File: config.mk
export PLATFORM = sky130hd
export DESIGN_NAME = ethernet_rx_frame
export DESIGN_NICKNAME = d
export VERILOG_FILES = /design/src/rtl/ethernet_rx_frame.sv
export SDC_FILE = /design/constraint.sdc
export NUM_CORES = 1
export LEC_CHECK = 0
export BUFFER_PORTS_ARGS = -buffer_cell sky130_fd_sc_hd__clkbuf_2
export CORE_UTILIZATION = 64
export CTS_CLUSTER_DIAMETER = 120
export DETAILED_ROUTE_END_ITERATION = 16
export HOLD_SLACK_MARGIN = 0.03
export PLACE_DENSITY = 0.85
export SYNTH_ARGS = -nofsm -noshare
export SYNTH_HDL_FRONTEND = slang
export SYNTH_SLANG_ARGS = --single-unit
File: constraint.sdc
create_clock -name clock -period 7.1 [get_ports clock]
set_clock_uncertainty 0.05 [all_clocks]
set_input_delay 1.42 -clock clock [delete_from_list [all_inputs] [get_ports clock]]
set_output_delay 1.42 -clock clock [all_outputs]
set_load 0.01 [all_outputs]
File: src/rtl/ethernet_rx_frame.sv
// ethernet_rx_frame: strips preamble/SFD, forwards payload minus FCS through a 5-byte delay line,
// checks CRC-32, length limits and rx_er, and counts good/bad frames.
module ethernet_rx_frame #(
  parameter int MIN_FRAME_BYTES = 64,
  parameter int MAX_FRAME_BYTES = 1522,
  parameter int COUNTER_WIDTH   = 16
) (
  input  logic                     clock,
  input  logic                     reset,
  input  logic [7:0]               io_in_data,
  input  logic                     io_in_valid,
  input  logic                     io_in_error,
  output logic                     io_out_valid,
  output logic [7:0]               io_out_data,
  output logic                     io_out_last,
  output logic                     io_out_error,
  output logic [COUNTER_WIDTH-1:0] io_good_frames,
  output logic [COUNTER_WIDTH-1:0] io_bad_frames
);
  localparam logic [1:0] IDLE = 2'd0, PRE = 2'd1, DATA = 2'd2, DROP = 2'd3;
  localparam logic [31:0] RESIDUE = 32'hDEBB20E3;
  logic [1:0] state_q, state_d;
  logic [31:0] crc_q, crc_d;
  logic [10:0] len_q, len_d;
  logic [2:0] cnt_q, cnt_d;
  logic [4:0][7:0] dl_q, dl_d;
  logic er_q, er_d, ov_q, ov_d, ol_q, ol_d, oe_q, oe_d;
  logic [7:0] od_q, od_d;
  logic [COUNTER_WIDTH-1:0] good_q, good_d, bad_q, bad_d;
  logic end_bad;
  function automatic logic [31:0] crc_next(input logic [31:0] c, input logic [7:0] d);
    logic [31:0] r;
    r = c;
    for (int i = 0; i < 8; i++) r = (r[0] ^ d[i]) ? (r >> 1) ^ 32'hEDB88320 : r >> 1;
    return r;
  endfunction
  assign end_bad = er_q | (crc_q != RESIDUE) | (len_q < 11'(MIN_FRAME_BYTES));
  always_comb begin
    state_d = state_q;
    crc_d   = crc_q;
    len_d   = len_q;
    cnt_d   = cnt_q;
    dl_d    = dl_q;
    er_d    = er_q;
    ov_d    = 1'b0;
    od_d    = 8'h00;
    ol_d    = 1'b0;
    oe_d    = 1'b0;
    good_d  = good_q;
    bad_d   = bad_q;
    case (state_q)
      IDLE: if (io_in_valid) state_d = (io_in_data == 8'h55) ? PRE : DROP;
      PRE: begin
        if (!io_in_valid) state_d = IDLE;
        else if (io_in_error) begin
          state_d = DROP;
          bad_d   = bad_q + COUNTER_WIDTH'(1);
        end else if (io_in_data == 8'hD5) begin
          state_d = DATA;
          crc_d   = '1;
          len_d   = '0;
          cnt_d   = '0;
          dl_d    = '0;
          er_d    = 1'b0;
        end else if (io_in_data != 8'h55) state_d = DROP;
      end
      DATA: begin
        if (!io_in_valid) begin
          state_d = IDLE;
          ov_d    = cnt_q == 3'd5;
          od_d    = ov_d ? dl_q[4] : 8'h00;
          ol_d    = ov_d;
          oe_d    = ov_d & end_bad;
          good_d  = (ov_d & !end_bad) ? good_q + COUNTER_WIDTH'(1) : good_q;
          bad_d   = (!ov_d | end_bad) ? bad_q + COUNTER_WIDTH'(1) : bad_q;
        end else if (len_q >= 11'(MAX_FRAME_BYTES)) begin
          state_d = DROP;
          ov_d    = 1'b1;
          od_d    = dl_q[4];
          ol_d    = 1'b1;
          oe_d    = 1'b1;
          bad_d   = bad_q + COUNTER_WIDTH'(1);
        end else begin
          crc_d = crc_next(crc_q, io_in_data);
          len_d = len_q + {10'd0, ~&len_q};
          er_d  = er_q | io_in_error;
          dl_d  = {dl_q[3:0], io_in_data};
          ov_d  = cnt_q == 3'd5;
          od_d  = ov_d ? dl_q[4] : 8'h00;
          cnt_d = ov_d ? cnt_q : cnt_q + 3'd1;
        end
      end
      default: if (!io_in_valid) state_d = IDLE;
    endcase
  end
  always_ff @(posedge clock or posedge reset) begin
    if (reset) begin
      state_q <= IDLE;
      crc_q   <= '1;
      len_q   <= '0;
      cnt_q   <= '0;
      dl_q    <= '0;
      er_q    <= 1'b0;
      ov_q    <= 1'b0;
      od_q    <= 8'h00;
      ol_q    <= 1'b0;
      oe_q    <= 1'b0;
      good_q  <= '0;
      bad_q   <= '0;
    end else begin
      state_q <= state_d;
      crc_q   <= crc_d;
      len_q   <= len_d;
      cnt_q   <= cnt_d;
      dl_q    <= dl_d;
      er_q    <= er_d;
      ov_q    <= ov_d;
      od_q    <= od_d;
      ol_q    <= ol_d;
      oe_q    <= oe_d;
      good_q  <= good_d;
      bad_q   <= bad_d;
    end
  end
  assign io_out_valid   = ov_q;
  assign io_out_data    = od_q;
  assign io_out_last    = ol_q;
  assign io_out_error   = oe_q;
  assign io_good_frames = good_q;
  assign io_bad_frames  = bad_q;
endmodule

==> impl_results.md <==
- Overflow after GRT: 0
- Footprint of the multi-input gates: 0.00299 mm^2
- Routed len/inst: 18.4 um
- Number of nets in the layout: 676
- LEAKAGE: 0.00327 uW
- PwrDens: 427 mW/mm^2
- Die area: 0.0106 mm^2
- Die width: 103 um
- Unrepaired setup endpoints after global routing: false
- Final Critical Period: 3.97 ns
- Clk pin slew, worst setup/hold paths: 0.06 ns
- Crit end category: register
- Number of synthesis warnings: 0
- CTS tree: yes
- Final setup margin: 3.13 ns
- Diode count: 0
- Core Region: 0.00982 mm^2
- Fmax: 0.252 GHz
- Post-synth EDFFs: 0
- Layout cells sized above 1: 19.8%
- Slew margin rel.: 21.3%
- DRT iter0 DRCs: 495
- Global-route wire length before repair: 24200 um
- Gr usage total: 30.7%
- Required @ worst endpoint: 7.45 ns
- Detailed Route WL: 14800 um
- Initial core utilization: 66.5%
- Vias in the first global route: 4823
- Max Slew Vio Count: 0
- ANT nets after route: 0
- Post-CTS setup buffers: 0
- Post-synth ARST share: 100%
- Most used DFF post-synth: dfrtp_1
- Clock buffer count from CTS: 17
- Drt first pass iters: 5
- Critical path peak fanout: 43
- Detail Placement HPWL: 9410 um
- Setup crit start kind: primary input
- Final GP Congestion: 0.879
- Largest net degree at the start of global routing: 73
- Cells after Synth: 617
- Slowest library cell on the worst path: nand2_1
- Clock buffer depth: 2
- Status: completed
- Hold Path Class: register to register
- Critical path class: primary input to register
- Clock Sinks: 132
- Cell family with most CP delay: simple AND/OR/NAND/NOR gates
- Post-Syn Area: 0.00653 mm^2
- Via count: 5013
- CTS Root Cell: clkbuf_8
- Fillers: 675
- Vias per inst: 6.24
- Setup violators final: 0
- Die height: 103 um
- Clock Latency Late Sink: 0.53 ns
- Setup TNS: 0 ns
- Netlist cell types: 44
- H-tree Lvls: 4
- Row count: 36
- Least-Margin Pin Slew: 1.17 ns
- Antenna violations before repair: 0
- Synth Area per Inst: 10.6 um^2
- Post-cts gate resize count: 0
- Final period utilization: 55.9%
- DRC: 0
- Place WS: 2.70 ns
- CP max stage delay: 1.01 ns
- IO buf count: 54
- Worst EP arrival: 4.32 ns
- Part of the Yosys area used for sequential elements: 51.2%
- Post-synthesis register bit count: 132
- Net Count, Synth: 635
- MaxCap Viol Count: 0
- CP Buf/Inv Count: 1
- I/O pin total: 55
- Fin. Hold Viols: 0
- Crit-path cells: clkbuf_2 -> nor4b_1 -> nand4_1 -> o21ai_0 -> nand2_1 -> o31ai_1
- Max VDD drop: 0.421 mV
- Total power: 3170 uW
- Layout area overhead: 13.6%
- FF+latch area: 0.00334 mm^2
- Post-CTS Hold Buffers: 0
## where the power goes
group / total (uW) / internal [uW] / switching (uW)
Combinational: 1240 / 605 / 640
Sequential: 1110 / 954 / 157
Clock: 814 / 516 / 298
Total: 3170 / 2070 / 1090
## cell usage after synthesis, types with 3 or more instances
| cell type | n | area (um^2) |
|---|---|---|
| nand4b_1 | 3 | 26.3 |
| a31oi_1 | 10 | 62.6 |
| and2_1 | 11 | 68.8 |
| a2bb2oi_1 | 10 | 87.6 |
| nand3_1 | 10 | 50.1 |
| dfrtp_1 | 100 | 2500 |
| ha_1 | 6 | 75.1 |
| and4_1 | 6 | 52.6 |
| xnor2_1 | 60 | 526 |
| xnor2_2 | 5 | 81.3 |
| nor4bb_1 | 3 | 30.0 |
| clkbuf_1 | 28 | 105 |
| nand2_1 | 57 | 214 |
| and3_1 | 8 | 50.1 |
| xnor3_1 | 4 | 90.1 |
| a21oi_1 | 21 | 105 |
| or3_1 | 6 | 37.5 |
| o21ai_0 | 85 | 425 |
| dfstp_2 | 32 | 841 |
| and4b_1 | 4 | 40.0 |
| or4_1 | 6 | 45.0 |
| mux2_2 | 3 | 33.8 |
| o22a_1 | 13 | 114 |
| buf_2 | 9 | 45.0 |
| nor2_1 | 6 | 22.5 |
| nor3_1 | 13 | 65.1 |
| nand4_1 | 20 | 125 |
| nor4_1 | 9 | 56.3 |
| xor2_1 | 31 | 272 |
| o31ai_1 | 11 | 82.6 |
| inv_1 | 12 | 45.0 |
## sequential cells by signal (all words and copies together) (netlist names)
name,cells
io_bad_frames,16
io_out_error,1
io_out_last,1
io_good_frames,16
io_out_data,8
io_out_valid,1
len_q,11
dl_q,40
er_q,1
cnt_q,3
crc_q,32
state_q,2
## final timing paths
check / startpoint / cells past startpoint / slack, ns / end
hold reg to reg: io_good_frames[15]$_DFFE_PP0P_ / 1 / 0.42 / io_good_frames[15]$_DFFE_PP0P_
setup reg to reg: len_q[1]$_DFFE_PP0P_ / 5 / 3.38 / dl_q[33]$_DFFE_PP0P_
setup / recovery: io_in_data[1] / 6 / 3.13 / dl_q[33]$_DFFE_PP0P_
min in group asynchronous: reset / 2 / 0.98 / dl_q[32]$_DFFE_PP0P_
hold / removal: io_good_frames[15]$_DFFE_PP0P_ / 1 / 0.42 / io_good_frames[15]$_DFFE_PP0P_
max in group asynchronous: reset / 3 / 4.66 / cnt_q[0]$_DFFE_PP0P_
## layout make-up
class / count / area share, %
inverters: 12 / 0.641
well taps: 133 / 2.24
multi-input cells: 434 / 40.3
clock inverters: 6 / 1.08
repair buffers: 61 / 4.35
clock buffers: 26 / 6.31
flip-flops and latches: 132 / 45.1
## through the flow
stage / utilization (%) / area [um^2] / std cells / hold slack (ns)
after detailed placement: 69.9 / 6870 / 772 / 0.418
after global routing: 75.5 / 7420 / 804 / 0.452
final: 75.5 / 7420 / 804 / 0.424
after global placement: 69.9 / 6870 / 772 / 0.405
after floorplan: - / 6530 / 617 / 0.396
after CTS: 75.5 / 7420 / 804 / 0.430
## routing by layer
metal  routed length, um  GRT usage [%]  up-vias  part of all wire, %
met1                6140           39.0     2506                   41
met4                 357           12.4        0                  2.4
met3                 865           9.36       36                  5.8
li1                    -              -     2279                    -
met2                7460           49.5      192                   50
met5                   0              0        -                    0
## placed cells by master, fill, tap and decap left out, types with 2 or more instances in the layout
| cell | synthesis | final |
|---|---|---|
| dfrtp_1 | 100 | 100 |
| o21ai_0 | 85 | 85 |
| xnor2_1 | 60 | 60 |
| nand2_1 | 57 | 57 |
| clkbuf_2 | 0 | 54 |
| dfstp_2 | 32 | 32 |
| xor2_1 | 31 | 31 |
| a21oi_1 | 21 | 21 |
| nand4_1 | 20 | 20 |
| clkbuf_16 | 0 | 16 |
| o22a_1 | 13 | 13 |
| nor3_1 | 13 | 12 |
| inv_1 | 12 | 11 |
| o31ai_1 | 11 | 11 |
| and2_1 | 11 | 11 |
| nand3_1 | 10 | 10 |
| a31oi_1 | 10 | 10 |
| a2bb2oi_1 | 10 | 10 |
| and3_1 | 8 | 8 |
| nor4_1 | 9 | 8 |
| clkbuf_1 | 28 | 7 |
| buf_4 | 0 | 7 |
| nor2_1 | 6 | 6 |
| or3_1 | 6 | 6 |
| or4_1 | 6 | 6 |
| and4_1 | 6 | 6 |
| ha_1 | 6 | 6 |
| xnor2_2 | 5 | 5 |
| xnor3_1 | 4 | 4 |
| and4b_1 | 4 | 4 |
| clkinv_2 | 0 | 4 |
| mux2_2 | 3 | 3 |
| nand4b_1 | 3 | 3 |
| nor4bb_1 | 3 | 3 |
| clkbuf_8 | 0 | 3 |
| nor4b_1 | 2 | 2 |
| bufinv_16 | 0 | 2 |
## cell families after synthesis
family,share of synthesized area (%)
AO/OA/AOI/OAI,13.9
XOR/XNOR,15.4
adder cells (fa/ha/maj),1.15
buffers and inverters,3.22
flip-flops,51.2
multiplexers,0.671
AND/OR/NAND/NOR,14.4
Note: power is estimated with default switching activity, not from simulation.
